**config.mk**
```make
export PLATFORM = sky130hd
export DESIGN_NAME = wb_sequencer
export DESIGN_NICKNAME = d
export VERILOG_FILES = /design/src/rtl/wb_sequencer.sv
export SDC_FILE = /design/constraint.sdc
export NUM_CORES = 1
export LEC_CHECK = 0
export BUFFER_PORTS_ARGS = -buffer_cell sky130_fd_sc_hd__buf_2
export CAP_MARGIN = 20
export CORE_UTILIZATION = 28
export DETAILED_ROUTE_END_ITERATION = 6
export HOLD_SLACK_MARGIN = 0.06
export PLACE_DENSITY = 0.47
export SYNTH_ARGS = -nofsm -noshare
export SYNTH_HDL_FRONTEND = slang
export SYNTH_SLANG_ARGS = --single-unit
```
**constraint.sdc**
```tcl
create_clock -name clk -period 2.4 [get_ports clk]
set_input_delay 0.24 -clock clk [delete_from_list [all_inputs] [get_ports clk]]
set_output_delay 0.24 -clock clk [all_outputs]
set_load 0.005 [all_outputs]
```
**src/rtl/wb_sequencer.sv**
```systemverilog
// Write-back sequencer: initialises the stack pointer after reset, then schedules one register write per request.
// Latency: a write strobes the cycle after acceptance (wb_wait=0), or the cycle after unit_done is sampled (wb_wait=1).
// Backpressure: requests are taken only in IDLE (wb_busy=0); the requester holds wb_req until then.
//
// Ports: clk, reset (async, active high); request side wb_req/wb_src/wb_rd/wb_wait, unit_done from mult/div;
//        register-file side datasrc_sel/reg_wr/reg_wr_addr; status wb_busy/wb_done/sp_init_done.
// Option: define WB_TIMEOUT_EN to bound WAIT_UNIT to TIMEOUT_CYC cycles; this adds the wb_timeout output.
module wb_sequencer #(
  parameter logic [4:0] SP_REG      = 5'd29,
  parameter int         TIMEOUT_CYC = 40
) (
  input  logic       clk,
  input  logic       reset,
  input  logic       wb_req,
  input  logic [2:0] wb_src,
  input  logic [4:0] wb_rd,
  input  logic       wb_wait,
  input  logic       unit_done,
  output logic [3:0] datasrc_sel,
  output logic       reg_wr,
  output logic [4:0] reg_wr_addr,
  output logic       wb_busy,
  output logic       wb_done,
  output logic       sp_init_done
`ifdef WB_TIMEOUT_EN
  ,
  output logic       wb_timeout
`endif
);

  typedef enum logic [2:0] {
    ST_RST,
    ST_INIT_SP,
    ST_IDLE,
    ST_WAIT_UNIT,
    ST_WRITE
  } state_t;

  // Mux input 8 carries the stack-pointer initial value.
  localparam logic [3:0] SEL_SP_INIT = 4'b1000;

  state_t     state;
  logic [2:0] src_q;
  logic [4:0] rd_q;

`ifdef WB_TIMEOUT_EN
  localparam int TW = $clog2(TIMEOUT_CYC + 1);
  logic [TW-1:0] tmo_cnt;
`endif

  // Outputs are registered together with the state: each branch loads the
  // values that belong to the state being entered, so they are glitch-free
  // Moore outputs of (state, src_q, rd_q).
  always_ff @(posedge clk or posedge reset) begin
    if (reset) begin
      state        <= ST_RST;
      src_q        <= '0;
      rd_q         <= '0;
      datasrc_sel  <= '0;
      reg_wr       <= 1'b0;
      reg_wr_addr  <= '0;
      wb_busy      <= 1'b1;
      wb_done      <= 1'b0;
      sp_init_done <= 1'b0;
`ifdef WB_TIMEOUT_EN
      tmo_cnt      <= '0;
      wb_timeout   <= 1'b0;
`endif
    end else begin
      // Defaults describe RST / IDLE / WAIT_UNIT; branches override.
      datasrc_sel <= '0;
      reg_wr      <= 1'b0;
      reg_wr_addr <= '0;
      wb_done     <= 1'b0;
      wb_busy     <= 1'b1;
`ifdef WB_TIMEOUT_EN
      wb_timeout  <= 1'b0;
`endif
      case (state)
        ST_RST: begin
          state       <= ST_INIT_SP;
          datasrc_sel <= SEL_SP_INIT;
          reg_wr      <= 1'b1;
          reg_wr_addr <= SP_REG;
        end

        ST_INIT_SP: begin
          state        <= ST_IDLE;
          wb_busy      <= 1'b0;
          sp_init_done <= 1'b1;
        end

        ST_IDLE: begin
          if (wb_req) begin
            src_q <= wb_src;
            rd_q  <= wb_rd;
            if (wb_wait) begin
              state <= ST_WAIT_UNIT;
`ifdef WB_TIMEOUT_EN
              tmo_cnt <= '0;
`endif
            end else begin
              state       <= ST_WRITE;
              datasrc_sel <= {1'b0, wb_src};
              reg_wr      <= (wb_rd != 5'd0);  // r0 is hard-wired
              reg_wr_addr <= wb_rd;
              wb_done     <= 1'b1;
            end
          end else begin
            wb_busy <= 1'b0;
          end
        end

        ST_WAIT_UNIT: begin
          if (unit_done) begin
            state       <= ST_WRITE;
            datasrc_sel <= {1'b0, src_q};
            reg_wr      <= (rd_q != 5'd0);
            reg_wr_addr <= rd_q;
            wb_done     <= 1'b1;
          end
`ifdef WB_TIMEOUT_EN
          // The edge ending the TIMEOUT_CYC-th waiting cycle gives up.
          else if (tmo_cnt == TW'(TIMEOUT_CYC - 1)) begin
            state      <= ST_IDLE;
            wb_busy    <= 1'b0;
            wb_timeout <= 1'b1;
          end else begin
            tmo_cnt <= tmo_cnt + 1'b1;
          end
`endif
        end

        ST_WRITE: begin
          state   <= ST_IDLE;
          wb_busy <= 1'b0;
        end

        default: begin
          state <= ST_RST;
        end
      endcase
    end
  end

endmodule
```
Word level (Yosys, flattened, before mapping)
Cells that the tools add are included.

storage, ports and cells
  input bits = 13
  register bits = 24
  word-level logic and storage cells = 43
  output and inout port bits = 13

operators by class
  eq/ne operators = 6
  reduce and logical (&&, ||, !) cells = 6
  mux-type cells = 22

operators with widths
  operator                                        number
  two-way mux 3 bit                               6
  two-way mux 5 bit                               3
  case mux 5 bit (3 select lines)                 1
  case mux 3 bit (4 select lines)                 1
  case mux 4 bit (3 select lines)                 1
  nonzero test 5 bit                              2
  two-way mux 1 bit                               7
  == test 3 x 2 -> 1 bit (second input constant)  2
  != test 2 bit (second input constant)           2
  case mux 1 bit (2 select lines)                 2
  AND reduction 2 bit                             2
  == test 3 x 1 -> 1 bit (second input constant)  1
  == test 3 bit (second input constant)           1
  logical NOT 3 bit                               1
  case mux 1 bit (3 select lines)                 1
  OR reduction 2 bit                              1

Longest topological paths before layout
Gate-level depths: netlist of run 1.

  depth after elaboration = 4
  mapped depth = 6
  gate-level depth less buffers = 3

Least setup slack after synthesis of run 1
Ideal clock, no wire load.

  kind = flip-flop to flip-flop
  start point = register state[1]
  end point = register reg_wr_addr[0]
  path slack = 0.998 ns
  buffers on the path = 3
  stages on the path, launching flop included = 7
  data arrival time = 1.276 ns
  data required time = 2.274 ns
  library setup time = 0.126 ns
  period minus slack after synthesis = 1.402 ns
  cells stage by stage = dfrtp_1 > buf_2 > nor4bb_4 > buf_6 > nor2b_4 > buf_6 > a221o_1

on the way
  cells in the longest elaborated chain, start to end = 2
  elaborated cells on any way between the ends = 4
  classes of those cells = 2 x eq/ne; 1 x mux; 1 x reduce/logical

ends and longest elaborated chain
  item                                                         RTL line  text
  start, declared                                              42        state_t state;
  start signal, assigned                                       56        state <= ST_RST;
  start signal, assigned                                       81        state <= ST_INIT_SP;
  start signal, assigned                                       88        state <= ST_IDLE;
  == test 3 x 2 -> 1 bit or logical NOT 3 bit (tied branches)  79        case (state)
  case mux 5 bit (3 select lines) (*)                          79
  end signal, assigned                                         106       reg_wr_addr <= wb_rd;
  end signal, assigned                                         119       reg_wr_addr <= rd_q;
  end, declared                                                21        output logic [4:0] reg_wr_addr,

Every way passes the cells marked *; elsewhere a longest branch is shown, timed or not.
A chain may end at the register's enable or synchronous reset.

Worst setup path after layout of run 1
  start point = register state[0]
  end point = register reg_wr_addr[0]

Same word-level chain as after synthesis.

==> results of run 1 <==
## per-layer routing
layer | up-vias | wire, um | track usage [%]
met4 | 0 | 24 | 5.233
li1 | 312 | - | -
met2 | 14 | 851 | 16.48
met3 | 2 | 63 | 1.654
met5 | - | 0 | 0
met1 | 310 | 831 | 13.17
## area by class of cell
class | count | area share [%]
flip-flops and latches | 24 | 50.79
multi-input cells | 44 | 29.78
repair buffers | 26 | 11.19
well taps | 46 | 4.857
clock buffers | 4 | 3.062
inverters | 1 | 0.3168
## flip-flops by register name, summed over array words and instances (netlist names)
| register | flops |
|---|---|
| datasrc_sel | 4 |
| rd_q | 5 |
| reg_wr | 1 |
| reg_wr_addr | 5 |
| sp_init_done | 1 |
| src_q | 3 |
| state | 3 |
| wb_busy | 1 |
| wb_done | 1 |
## cell families after synthesis
family | synth area share (%)
compound gates | 12.24
buf+inv | 5.685
mux | 8.900
simple gates | 12.85
xor+xnor | 0.8654
flops | 59.46
## how the worst min path moves through the flow
stage / from / end / depth (start not counted)
floorplan: reset / datasrc_sel[0] / 1
global placement: sp_init_done / sp_init_done / 1
detailed placement: sp_init_done / sp_init_done / 1
CTS: reset / reg_wr_addr[0] / 2
global route: wb_src[1] / datasrc_sel[1] / 2
finish: reset / reg_wr_addr[0] / 2
## metrics by stage
step	setup WS (ns)	hold WS (ns)	util, %	power (mW)
after CTS	0.8122	0.1237	34.96	1.380
final	0.8264	0.09315	34.96	1.360
after detailed placement	0.8278	0.4475	33.89	1.178
after floorplan	0.9977	0.2539	-	1.063
after global routing	0.7153	0.1455	34.96	1.470
after global placement	0.8849	0.4495	33.89	1.163
## critical path, cell delays in order (launching register included)
cell	delay, ns
dfrtp_1	0.50
nor4bb_4	0.31
buf_4	0.22
nor2b_4	0.29
a221o_1	0.20
## cells in the final DEF, fill, tap and decap left out, drive strengths merged, types with 2 or more instances in the layout
cell type	synthesis	routed
a21o	2	2
nor2	5	5
nor3	3	3
dfrtp	23	23
mux2	8	8
a22o	4	4
nand2	4	4
clkbuf	1	4
a21oi	3	3
buf	5	26
a221o	5	5
nor2b	2	2
or2	2	2
## power groups by stage
stage	clock [mW]	combinational, mW	sequential, mW
floorplan	0	0.408	0.655
global placement	0	0.462	0.701
detailed placement	0	0.473	0.704
CTS	0.213	0.473	0.694
global route	0.229	0.518	0.723
finish	0.206	0.462	0.692
==> impl_metrics.ini, run 1 <==
[synth]
yosysWarnings = 0
synthesis.area_um2 = 1012
yosysMostFrequentCell = dfrtp_1
synthTopCellsByCount = dfrtp_1, mux2_2, nor2_1
synth_area_leaders = dfrtp_1, mux2_2, buf_6
synth_enable_flop_cells = 0
yosysSeqAreaShare_pct = 59.46
synthDominantCellAreaShare_pct = 56.86
synth_fp_nets = 88
yosys.cell_types.count = 25
ys_seq_elements = 24
synth-main-ff-cell = dfrtp_1
syn_inst = 75
synthArstFlopShare_pct = 100.0
synth_top_cell_by_area = dfrtp_1
synth_area_per_cell_um2 = 13.50

[worst_setup_path]
critPathLaunchType = register
r2r_start = state[0]
critPathLaunch = state[0]
path_max_fanout = 11
reg2reg_to = reg_wr_addr[0]
cp.required_ns = 2.65
r2r_slack_ns = 0.83
crit_arrival_ns = 1.82
reg2reg_depth = 4
worstSetupEndpoint = reg_wr_addr[0]
cp-end-kind = register
crit_type = register to register

[pwr]
power_frac_clock_pct = 15.1
powerDensity_nw_per_um2 = 1148
peakVddDrop_mv = 0.3443
p_leak_nw = 0.5632
p_sw_mw = 0.4166
swShare_pct = 30.63
p_int_mw = 0.9436
pwr-share-seq_pct = 50.9
combPwrFrac_pct = 34.0

[sta]
rsz0062_at_grt = no
setup_violations = 0
tns_ns = 0
period_share_pct = 65.57
timing.fmax_mhz = 635.5
final_max_slew_viol_count = 0
max_slew_margin_pct = 42.32
tightest_slew_ns = 0.8642
hold_viol = 0
period_minus_slack_ns = 1.574
finClkSkew_ns = 0.004490

[clock_tree]
clock_path_buffers = 2
postCtsSetupBuffers = 0
h-tree-depth = 1
cts_buffers = 3
clk_latency_ns = 0.30
postCtsHoldBufs = 0
clockRootBuffer = clkbuf_4
cts_tree = yes
clkTransAtPathRegs_ns = 0.13
cts.sinks = 24
cts_resized = 0

[final_layout]
multi_input_area_um2 = 352.8
diodes = 0
seq_area_um2 = 601.8
area_growth_pct = 17.06
layout-drive-gt1-share_pct = 45.45
postLayoutCellArea_um2 = 1185
nFillCells = 341
final-instance-count-excl-fill = 145
nets = 113

[global_route]
grt_pass1_wl_um = 3132
grt_max_degree = 25
antenna_found_initial = 0
grt_usage_pct = 10.21
grt_pass1_vias = 678
gr-total-overflow = 0

[run_status]
status = completed

[place]
gp_congestion = 0.6574
place_inst = 141
postPlaceCellArea_um2 = 1149
io_buffers = 25
dp.final_hpwl_um = 1275

[floorplan]
die_w_um = 62.13
die_h_um = 62.13
core_area_um2 = 3390
die-area_um2 = 3860
placementRows = 21
start_util_pct = 29.86
ioPinCount = 26

[detailed_routing]
wirelength_um = 1770
ant_nets = 0
avgViaCountPerCell = 4.400
drt_iter0_drc = 36
vias = 638
routedWlPerCell_um = 12.21
drt_first_pass_iters = 2
drc_errors = 0

[run]
max_cap_violations = 0

[hold_path]
hp-class = input port to async pin
Power figures use the tool's default switching activity.
==> run 2, diff against run 1 <==
==> constraint.sdc (replaced) <==
create_clock -name clk -period 1.65 [get_ports clk]
set_input_delay 0.165 -clock clk [delete_from_list [all_inputs] [get_ports clk]]
set_output_delay 0.165 -clock clk [all_outputs]
set_load 0.005 [all_outputs]
==> run 2 against run 1 <==
Clock power grew 28%. Core utilization grew 1.1 points. First-iteration DRC count shrank 58%. Clock-buffer cell count is the same. Clock skew grew 0.0017 ns. Die area is the same. Global-route usage grew 0.43 points. Worst setup slack lost 0.65 ns. Sequential share of layout area shrank 1.6 points. Largest cell class unchanged.
==> impl_metrics.ini, run 2 (synthesis gave the netlist of run 1 again) <==
[floorplan]
die_w_um = 62.13
placementRows = 21
start_util_pct = 29.86
core_area_um2 = 3390
ioPinCount = 26
die_h_um = 62.13
die-area_um2 = 3860

[clock_tree]
postCtsHoldBufs = 1
clockRootBuffer = clkbuf_4
h-tree-depth = 1
postCtsSetupBuffers = 0
clock_path_buffers = 2
cts_resized = 0
clkTransAtPathRegs_ns = 0.13
clk_latency_ns = 0.31
cts.sinks = 24
cts_tree = yes
cts_buffers = 3

[worst_setup_path]
reg2reg_to = rd_q[3]
r2r_start = state[1]
slowest_stage = dfrtp_1
slowest_delay_ns = 0.51
cp.required_ns = 1.86
critPathTopFamily = flip-flops
worst-path-buf-inv = 1
reg2reg_depth = 3
path_max_fanout = 9
worstSetupEndpoint = rd_q[3]
critPathLaunchType = register
crit_arrival_ns = 1.68
crit_type = register to register
path_cells = nor4bb_4 > buf_4 > mux2_2
critPathLaunch = state[1]
cp-end-kind = register
path_depth = 3
r2r_slack_ns = 0.18

[hold_path]
hp-start = wb_src[2]
worstHoldPathCells = 2
hp-class = input port to register

[run_status]
status = completed

[place]
dp.final_hpwl_um = 1364
place_inst = 146
gp_congestion = 0.7450
io_buffers = 25

[final_layout]
final-instance-count-excl-fill = 151
diodes = 0
area_growth_pct = 20.77
reg.largest.list = rd_q: 5 flops, reg_wr_addr: 5 flops, datasrc_sel: 4 flops
final_common_cell = buf_2
layout-drive-gt1-share_pct = 46.67
nets = 119
final_cell_mix = buf_2, dfrtp_1, mux2_2

[detailed_routing]
drc_errors = 0
wirelength_um = 1850
ant_nets = 0
routedWlPerCell_um = 12.25
drt_iter0_drc = 15
vias = 676
avgViaCountPerCell = 4.477
drt_first_pass_iters = 4

[sta]
hold_viol = 0
tightest_slew_ns = 0.3780
period_minus_slack_ns = 1.470
max_slew_margin_pct = 74.78
finClkSkew_ns = 0.006236
tns_ns = 0
final_max_slew_viol_count = 0
timing.fmax_mhz = 680.4
rsz0062_at_grt = no
period_share_pct = 89.08
setup_violations = 0
holdWs_ns = 0.07869

[global_route]
grt_usage_pct = 10.64
gr-total-overflow = 0
grt_max_degree = 25
antenna_found_initial = 0
grt_pass1_vias = 674
grt_pass1_wl_um = 3160

[pwr]
powerDensity_nw_per_um2 = 1651
peakVddDrop_mv = 0.5210
p_leak_nw = 0.5868
power_mw = 2.018

[run]
max_cap_violations = 0
==> run 2: cell types whose count changed in the layout (fill, tap and decap cells not counted), sizes merged <==
cell,change
dlygate4sd3,+1
buf,+5
==> run 2: routing by layer <==
layer  global-route usage [%]  wire [um]
met5                        0          0
met4                    3.488         22
met3                    3.493         70
met2                    16.35        898
met1                    14.10        858
==> run 2: worst min path at each step <==
stage | endpoint | slack [ns]
6_report | datasrc_sel[2] | 0.08
5_1_grt | datasrc_sel[2] | 0.07
4_1_cts | datasrc_sel[1] | 0.07
3_5_place_dp | state[1] | 0.23
3_3_place_gp | state[1] | 0.22
2_1_floorplan | datasrc_sel[0] | 0.18
==> run 2: layout make-up <==
cell class              instances  area [um2]
flip-flops and latches         24       601.8
repair buffers                 32       180.2
clock buffers                   4       26.28
inverters                       1       3.754
fillers                       342        2167
well taps                      46       57.56
multi-input cells              44       352.8
==> run 2: per-stage QoR <==
step | cell area [um2] | util (%) | setup WS [ns]
global route | 1222 | 36.07 | 0.08697
global placement | 1186 | 34.99 | 0.1936
detailed placement | 1186 | 34.99 | 0.1891
CTS | 1222 | 36.07 | 0.1591
floorplan | 1012 | - | 0.2477
finish | 1222 | 36.07 | 0.1802
==> run 2: where the power goes <==
group | internal (mW) | switching, mW
clock | 0.0943 | 0.169
sequential | 0.839 | 0.145
combinational | 0.456 | 0.315
==> run 3, diff against run 2 <==
--- a/config.mk
+++ b/config.mk
@@ -10,7 +10,6 @@
 export CORE_UTILIZATION = 28
 export DETAILED_ROUTE_END_ITERATION = 6
 export HOLD_SLACK_MARGIN = 0.06
-export PLACE_DENSITY = 0.47
 export SYNTH_ARGS = -nofsm -noshare
 export SYNTH_HDL_FRONTEND = slang
 export SYNTH_SLANG_ARGS = --single-unit
==> run 3 against run 2 <==
Final cell count did not move. Clock-buffer cell count fell by 1. Largest cell class unchanged. Largest power group unchanged. Design area grew 2.4%.
==> impl_metrics.ini, run 3 (synthesis gave the netlist of run 1 again) <==
[clock_tree]
clock_path_buffers = 2
cts_buffers = 3
postCtsHoldBufs = 1
h-tree-depth = 1
clockRootBuffer = clkbuf_4
cts_tree = yes
cts_resized = 0
cts.sinks = 24
postCtsSetupBuffers = 0
clk_latency_ns = 0.32
clkTransAtPathRegs_ns = 0.13

[worst_setup_path]
slowest_delay_ns = 0.51
crit_type = register to register
crit_arrival_ns = 1.69
critPathLaunchType = register
cp-end-kind = register
path_cells = nor4bb_4 > buf_4 > mux2_2
slowest_stage = dfrtp_1
critPathTopFamily = flip-flops
worst-path-buf-inv = 1
path_max_fanout = 8
cp.required_ns = 1.87

[final_layout]
final_cell_mix = buf_2, dfrtp_1, mux2_2
reg.largest.list = rd_q: 5 flops, reg_wr_addr: 5 flops, datasrc_sel: 4 flops
nFillCells = 339
utilization_pct = 36.91
area_growth_pct = 23.61
diodes = 0
final_common_cell = buf_2
layout-drive-gt1-share_pct = 46.67
nets = 119

[global_route]
gr-usage-met1_pct = 13.26
grtUsageMet2_pct = 16.62
met3_usage_pct = 1.838
antenna_found_initial = 0
busiest_layer = met2
gr-total-overflow = 0
grt_usage_pct = 10.67
grt_max_degree = 15
grt_pass1_wl_um = 3111
grt_pass1_vias = 667

[place]
pre_cts_ws_ns = 0.1791
dp.final_hpwl_um = 1371
gp_congestion = 0.8132
io_buffers = 25

[detailed_routing]
avgViaCountPerCell = 4.543
ant_nets = 0
drt_first_pass_iters = 4
routedWlPerCell_um = 12.14
wirelength_um = 1833
drt_iter0_drc = 15
drc_errors = 0
vias = 686

[floorplan]
core_area_um2 = 3390
die_w_um = 62.13
placementRows = 21
start_util_pct = 29.86
die_h_um = 62.13
ioPinCount = 26
die-area_um2 = 3860

[sta]
rsz0062_at_grt = no
max_slew_margin_pct = 65.74
finClkSkew_ns = 0.003538
period_share_pct = 89.48
tightest_slew_ns = 0.5133
timing.final.ws_setup_ns = 0.1736
hold_viol = 0
timing.fmax_mhz = 677.3
holdWs_ns = 0.08274
final_max_slew_viol_count = 0
period_minus_slack_ns = 1.476
tns_ns = 0
setup_violations = 0

[pwr]
p_leak_nw = 0.5982
power_mw = 2.158
peakVddDrop_mv = 0.6397
powerDensity_nw_per_um2 = 1724

[hold_path]
hp-class = input port to register

[run]
max_cap_violations = 0

[run_status]
status = completed
run 3: area by class of cell:
class,count,area (um2),share of cell area (%)
flip-flops and latches,24,601.8,48.10
clock inverters,1,30.03,2.400
repair buffers,32,182.7,14.60
inverters,1,3.754,0.3000
well taps,46,57.56,4.600
clock buffers,3,22.52,1.800
multi-input cells,44,352.8,28.20
run 3: per-layer routing:
layer / wire [um] / part of all wire, %
met4: 53 / 2.9
met1: 823 / 45
met3: 82 / 4.5
met2: 873 / 48
met5: 0 / 0
run 3: worst paths after layout:
kind,cells past startpoint,startpoint,slack (ns),end
setup / recovery,3,state[2],0.17,src_q[0]
setup reg to reg,3,state[2],0.17,src_q[0]
hold reg to reg,1,sp_init_done,0.47,sp_init_done
min in group asynchronous,3,reset,0.40,reg_wr
hold / removal,2,wb_src[2],0.08,datasrc_sel[2]
max in group asynchronous,4,reset,0.73,src_q[0]
run 3: through the flow:
stage | area, um2 | instances
after floorplan | 1012 | 75
after global placement | 1179 | 145
after detailed placement | 1179 | 145
after CTS | 1241 | 150
after global routing | 1251 | 151
final | 1251 | 151
run 3: power by group:
group	switching [mW]	leakage (nW)	internal, mW	total, mW
sequential	0.155	0.295	0.838	0.994
combinational	0.300	0.275	0.439	0.738
clock	0.180	0.0279	0.246	0.426
total	0.635	0.598	1.52	2.16
